File: src/rtl/vga_mem_arbiter.sv
// ---------------------------------------------------------------------------
// vga_mem_arbiter
//
// Purpose:
//   Scans a VGA frame out of a shared single-port framebuffer RAM. In the
//   same RAM, one writer (drawing engine or CPU) can store pixels. The block
//   runs at twice the pixel rate and splits every pixel period into two RAM
//   cycles:
//     phase 0 : display read slot. It is used only while (h,v) is inside the
//               active window. Outside that window it goes to the writer.
//     phase 1 : always a writer slot.
//   The display read always wins. The writer sees wr_ready low in the cycles
//   the display owns.
//
// Optional feature (macro VGA_WR_VBLANK_ONLY_EN):
//   When defined, the writer is granted only on lines outside the active
//   vertical window, so the frame is updated tear-free during vblank.
//   When undefined, the writer gets every cycle the display does not use.
//
// Ports:
//   clk          system clock, 2x pixel clock
//   rst_n        asynchronous active-low reset
//   wr_valid     writer request; payload is held until the transfer
//   wr_ready     writer granted this cycle (combinational, ignores wr_valid)
//   wr_addr      writer address
//   wr_data      writer data
//   mem_addr     RAM address
//   mem_we       RAM write enable
//   mem_wdata    RAM write data
//   mem_rdata    RAM read data, valid 1 clk after the address
//   Hsynq        horizontal sync, active low (registered)
//   Vsynq        vertical sync, active low (registered)
//   blank        1 = active video, 0 = blanking (registered)
//   pixel        pixel value, 0 outside active video (registered)
//   frame_start  one-clk pulse on the first output cycle of pixel (0,0)
// ---------------------------------------------------------------------------
module vga_mem_arbiter #(
  parameter int ADDR_W      = 19,
  parameter int DATA_W      = 8,
  parameter int H_TOTAL     = 800,
  parameter int H_SYNC      = 96,
  parameter int H_ACT_START = 144,
  parameter int H_ACT       = 640,
  parameter int V_TOTAL     = 525,
  parameter int V_SYNC      = 2,
  parameter int V_ACT_START = 35,
  parameter int V_ACT       = 480
) (
  input  logic              clk,
  input  logic              rst_n,
  input  logic              wr_valid,
  output logic              wr_ready,
  input  logic [ADDR_W-1:0] wr_addr,
  input  logic [DATA_W-1:0] wr_data,
  output logic [ADDR_W-1:0] mem_addr,
  output logic              mem_we,
  output logic [DATA_W-1:0] mem_wdata,
  input  logic [DATA_W-1:0] mem_rdata,
  output logic              Hsynq,
  output logic              Vsynq,
  output logic              blank,
  output logic [DATA_W-1:0] pixel,
  output logic              frame_start
);

  localparam int H_W = $clog2(H_TOTAL);
  localparam int V_W = $clog2(V_TOTAL);

  // Counter limits and window edges, sized to the counters so every compare
  // is width-matched. The "last" forms keep the end of the window inside the
  // counter range, even when a window runs to the end of the line or frame.
  localparam logic [H_W-1:0]    H_LAST      = H_W'(H_TOTAL - 1);
  localparam logic [V_W-1:0]    V_LAST      = V_W'(V_TOTAL - 1);
  localparam logic [H_W-1:0]    H_SYNC_END  = H_W'(H_SYNC);
  localparam logic [V_W-1:0]    V_SYNC_END  = V_W'(V_SYNC);
  localparam logic [H_W-1:0]    H_ACT_FIRST = H_W'(H_ACT_START);
  localparam logic [H_W-1:0]    H_ACT_LAST  = H_W'(H_ACT_START + H_ACT - 1);
  localparam logic [V_W-1:0]    V_ACT_FIRST = V_W'(V_ACT_START);
  localparam logic [V_W-1:0]    V_ACT_LAST  = V_W'(V_ACT_START + V_ACT - 1);
  localparam logic [ADDR_W-1:0] LINE_STEP   = ADDR_W'(H_ACT);

  // Timing state
  logic              phase_q, phase_d;
  logic [H_W-1:0]    h_q, h_d;
  logic [V_W-1:0]    v_q, v_d;
  logic [ADDR_W-1:0] line_base_q, line_base_d;

  // Registered DAC-side outputs
  logic              hsynq_q, hsynq_d;
  logic              vsynq_q, vsynq_d;
  logic              blank_q, blank_d;
  logic [DATA_W-1:0] pixel_q, pixel_d;
  logic              frame_start_q, frame_start_d;

  // Decoded position and arbitration
  logic              act_h;
  logic              act_v;
  logic              act;
  logic              display_slot;
  logic              wr_window;
  logic [H_W-1:0]    h_off;
  logic [ADDR_W-1:0] rd_addr;

  // Decode the active window from the current counters. act describes the
  // pixel period in progress. The output registers capture it at the end of
  // that period.
  always_comb begin
    act_h = (h_q >= H_ACT_FIRST) && (h_q <= H_ACT_LAST);
    act_v = (v_q >= V_ACT_FIRST) && (v_q <= V_ACT_LAST);
    act   = act_h && act_v;
    display_slot = !phase_q && act;
  end

  // Read address. line_base steps by one line width per active line, so no
  // multiplier is needed. h_off is meaningful only inside the active window,
  // and that is the only place rd_addr is used.
  always_comb begin
    h_off   = h_q - H_ACT_FIRST;
    rd_addr = line_base_q + ADDR_W'(h_off);
  end

  // Writer grant window. With the vblank-only option, the writer is locked
  // out for whole active lines, including their horizontal blanking.
  always_comb begin
`ifdef VGA_WR_VBLANK_ONLY_EN
    wr_window = !act_v;
`else
    wr_window = 1'b1;
`endif
  end

  // RAM port mux. wr_ready is qualified with rst_n, so an outstanding write
  // is dropped as soon as reset is asserted, not at the next clock edge.
  always_comb begin
    wr_ready  = rst_n && wr_window && !display_slot;
    mem_we    = wr_valid && wr_ready;
    mem_addr  = display_slot ? rd_addr : wr_addr;
    mem_wdata = wr_data;
  end

  // Phase toggles every clock. h/v advance at the end of phase 1, so each
  // (h,v) is held for exactly two clocks: one display slot, then one writer
  // slot.
  always_comb begin
    phase_d = !phase_q;
    h_d     = h_q;
    v_d     = v_q;
    if (phase_q) begin
      if (h_q == H_LAST) begin
        h_d = '0;
        v_d = (v_q == V_LAST) ? '0 : v_q + V_W'(1);
      end else begin
        h_d = h_q + H_W'(1);
      end
    end
  end

  // line_base moves to the next row after the last active pixel of every
  // active line. It restarts during line 0, well before the first active
  // line.
  always_comb begin
    line_base_d = line_base_q;
    if (v_q == '0) begin
      line_base_d = '0;
    end else if (phase_q && act_v && (h_q == H_ACT_LAST)) begin
      line_base_d = line_base_q + LINE_STEP;
    end
  end

  // The output registers load at the end of phase 1, when mem_rdata holds
  // the word addressed in phase 0 of the same pixel period. They therefore
  // describe the period that just ended, 2 clk after the counters took it.
  // frame_start loads every clock, so its pulse lasts one clock instead of a
  // whole pixel period.
  always_comb begin
    hsynq_d       = hsynq_q;
    vsynq_d       = vsynq_q;
    blank_d       = blank_q;
    pixel_d       = pixel_q;
    frame_start_d = phase_q && (h_q == '0) && (v_q == '0);
    if (phase_q) begin
      hsynq_d = (h_q >= H_SYNC_END);
      vsynq_d = (v_q >= V_SYNC_END);
      blank_d = act;
      pixel_d = act ? mem_rdata : '0;
    end
  end

  // State register
  always_ff @(posedge clk or negedge rst_n) begin
    if (!rst_n) begin
      phase_q       <= 1'b0;
      h_q           <= '0;
      v_q           <= '0;
      line_base_q   <= '0;
      hsynq_q       <= 1'b1;
      vsynq_q       <= 1'b1;
      blank_q       <= 1'b0;
      pixel_q       <= '0;
      frame_start_q <= 1'b0;
    end else begin
      phase_q       <= phase_d;
      h_q           <= h_d;
      v_q           <= v_d;
      line_base_q   <= line_base_d;
      hsynq_q       <= hsynq_d;
      vsynq_q       <= vsynq_d;
      blank_q       <= blank_d;
      pixel_q       <= pixel_d;
      frame_start_q <= frame_start_d;
    end
  end

  assign Hsynq       = hsynq_q;
  assign Vsynq       = vsynq_q;
  assign blank       = blank_q;
  assign pixel       = pixel_q;
  assign frame_start = frame_start_q;

endmodule

File: config.mk
export PLATFORM = sky130hd
export DESIGN_NAME = vga_mem_arbiter
export DESIGN_NICKNAME = d
export VERILOG_FILES = /design/src/rtl/vga_mem_arbiter.sv
export SDC_FILE = /design/constraint.sdc
export NUM_CORES = 1
export LEC_CHECK = 0
export ABC_AREA = 1
export BUFFER_PORTS_ARGS = -buffer_cell sky130_fd_sc_hd__clkbuf_2
export CORE_UTILIZATION = 45
export DETAILED_ROUTE_END_ITERATION = 10
export GPL_TIMING_DRIVEN = 0
export PLACE_DENSITY = 0.76
export SETUP_SLACK_MARGIN = 0.4
export SYNTH_ARGS = -nofsm -noshare
export SYNTH_HDL_FRONTEND = slang
export SYNTH_SLANG_ARGS = --single-unit
export TNS_END_PERCENT = 5
File: constraint.sdc
create_clock -name clk -period 2.7 [get_ports clk]
set_input_delay 0.27 -clock clk [delete_from_list [all_inputs] [get_ports clk]]
set_output_delay 0.27 -clock clk [all_outputs]
set_load 0.005 [all_outputs]
==> impl_metrics.csv <==
group,metric,value,unit
placement,hpwl,6320,um
grt,grt_first_pass_wirelength,14200,um
synthesis,synth_nets,528,
timing,period_share,103,%
clock_tree,cts_buffers,5,
finish,multi_input_area,2170,um2
grt,grt_max_degree,48,
critical_path,worstPathArrival,2.50,ns
power_and_ir_drop,power_density,278,nW/um2
grt,track_usage,23.0,%
clock_tree,clk_pin_slew,0.10,ns
outcome,violations,"negative setup slack",
floorplan,die_height,89.2,um
timing,clock.fmax,361,MHz
timing,setup_violations,6,
timing,skew,0.0103,ns
synthesis,netlist.top_cell.by_area,"dfrtp_1",
timing,min_period,2.77,ns
drt,wire_per_inst,13.5,um
drt,avgViaCountPerCell,5.17,
drt,vias,3459,
min_path,min_path_type,"in -> async",
synthesis,async_reset_ff_share,100,%
placement,place_congestion,0.918,
floorplan,initial_core_util,46.9,%
synthesis,synth.avg_cell_area,7.22,um2
synthesis,synth.distinct_cells,40,
outcome,status,"finished with violations",
grt,grt_pass1_vias,3087,
grt,antenna_found_initial,0,
floorplan,core_area,7290,um2
synthesis,synth_area_leaders,"dfrtp_1, nand2_1, nand3_1",
critical_path,startpoint_type,"flip-flop",
synthesis,mappedNetlistArea,3420,um2
critical_path,crit_required,2.43,ns
placement,dp_cells,643,
finish,seqCellArea,1130,um2
finish,finish.utilization,60.4,%
clock_tree,numClockSinks,45,
drt,drtIter0Drc,144,
drt,ant_nets,0,
finish,layout.nets,623,
run,drv_cap,0,
power_and_ir_drop,power,1.22,mW
clock_tree,cts_tree,"done",
critical_path,path_max_fanout,7,
critical_path,end_kind,"output pin",
synthesis,seq_area_frac_synth,33.0,%
finish,layout-drive-gt1-share,32.8,%
finish,areaGrowthSynthToFinish,28.7,%
grt,grt_overflow,0,
timing,worst_slew_pin_slew,1.15,ns
synthesis,synth-edff-count,0,
floorplan,fp.dieW,89.2,um
finish,diodes,0,
synthesis,synth_common_cells,"nand2_1, nand3_1, inv_1, dfrtp_1, nor2_1",
synthesis,syn_inst,474,
power_and_ir_drop,p_leak,2.31,nW
synthesis,ys_warn_count,0,
floorplan,rows,31,
timing,slew-limit-headroom,23.7,%
floorplan,io_pins,79,
finish,final.fill_count,683,
drt,drt_wl_total,9050,um
clock_tree,clockBufferDepth,2,
timing,rsz0062_at_grt,"true",
synthesis,ys.flop_type,"dfrtp_1",
clock_tree,htree_levels,2,
clock_tree,worstSkewPairLatency,0.31,ns
critical_path,reg2reg_depth,13,
synthesis,synth_seq_cells,45,
drt,firstDrtPassIters,4,
power_and_ir_drop,peakVddDrop,0.241,mV
timing,finalSetupTns,-0.219,ns
placement,placed_area,3900,um2
synthesis,yosysMostFrequentCell,"nand2_1",
finish,final_cells,669,
drt,drc_errors,0,
clock_tree,root_buffer,"clkbuf_8",
timing,worst_slack,-0.0719,ns
finish,final_cell_area,4400,um2
critical_path,critical_path_class,"reg -> out",
timing,final-hold-violation-count,0,
synthesis,netlist.area_leader.share,31.4,%
timing,slew_viol_final,0,
floorplan,die-area,7960,um2
placement,io_buffers,70,
==> cells in the final DEF, fill, tap and decap left out, types with 3 or more instances in the layout <==
master,synthesis,routed
xnor2_1,6,6
nand2_2,2,6
inv_2,4,4
buf_8,0,3
nand4_1,9,9
dfrtp_1,43,41
clkbuf_8,0,6
xor2_1,19,18
nand3_2,0,3
nor3_2,1,3
inv_4,1,3
nand3_1,53,50
o21ai_2,12,15
nor2_1,43,37
ha_1,16,11
a21oi_1,12,10
nand2_1,133,123
o21ai_0,19,16
ha_4,0,4
nand2_4,3,9
clkbuf_2,0,61
buf_2,1,9
nor3_1,8,6
inv_1,48,45
buf_4,9,25
buf_6,5,4
nor2_4,2,4
nor2_2,4,8
==> stage by stage <==
step | hold slack, ns | worst slack, ns
6_report | 0.173 | -0.0719
5_1_grt | 0.182 | -0.241
4_1_cts | 0.186 | -0.00692
3_5_place_dp | 0.469 | 0.0303
3_3_place_gp | 0.464 | 0.0886
2_1_floorplan | -0.0256 | 0.420
==> sequential cells by signal, summed over array words and instances, names as in the netlist <==
| register | flops |
|---|---|
| line_base_q | 12 |
| pixel | 8 |
| Vsynq | 1 |
| h_q | 10 |
| Hsynq | 1 |
| phase_q | 1 |
| blank | 1 |
| v_q | 10 |
| frame_start | 1 |
==> critical path: stages, from the launching register on <==
cell,delay [ns]
dfrtp_2,0.44
inv_4,0.13
a31oi_4,0.12
nor3_2,0.22
a21oi_2,0.06
ha_2,0.39
buf_4,0.14
a21oi_4,0.07
nor2_4,0.14
nand2_4,0.09
inv_2,0.08
nand3_2,0.06
nand3_1,0.09
nand2_1,0.05
buf_2,0.12
==> report_power, final <==
part	total, mW	switching (mW)	internal (mW)
clock network	0.464	0.256	0.208
registers	0.673	0	0.673
logic	0.0859	0.0389	0.0470
total	1.22	0.295	0.929
==> final timing paths <==
path,slack [ns],end,from
setup / recovery,-0.07,mem_addr[17],h_q[5]
hold / removal,0.17,line_base_q[10],rst_n
setup reg to reg,0.68,line_base_q[13],h_q[4]
hold reg to reg,0.49,pixel[0],pixel[0]
max in group asynchronous,1.75,h_q[5],rst_n
min in group clk,0.18,pixel[0],mem_rdata[0]
==> metal layers <==
layer	GRT usage (%)	up-vias	routed length, um
met2	38.7	100	4640
li1	-	1702	-
met3	3.42	24	343
met4	8.80	0	236
met1	29.8	1633	3820
met5	0	-	0
==> final cells by class <==
class | count | area share [%]
multi-input combinational | 357 | 49.3
sequential | 45 | 25.7
timing repair buffer | 88 | 11.5
inverter | 54 | 5.06
buffer | 18 | 3.44
tap | 99 | 2.81
clock buffer | 6 | 1.88
clock inverter | 2 | 0.313
==> cells by family after synthesis <==
group	synth area share (%)
buffers and inverters	10.1
other	0.110
adder cells (fa/ha/maj)	5.85
AND/OR/NAND/NOR	35.1
XOR/XNOR	6.40
AO/OA/AOI/OAI	9.47
flip-flops	33.0
==> repair_timing <==
item	in CTS	in global routing
endpoints found under the setup margin	21	23
buffers inserted	13	5
pin swaps	25	30
hold buffers	0	0
resized for setup	30	42
No activity file was read; power rests on OpenSTA's default activity.
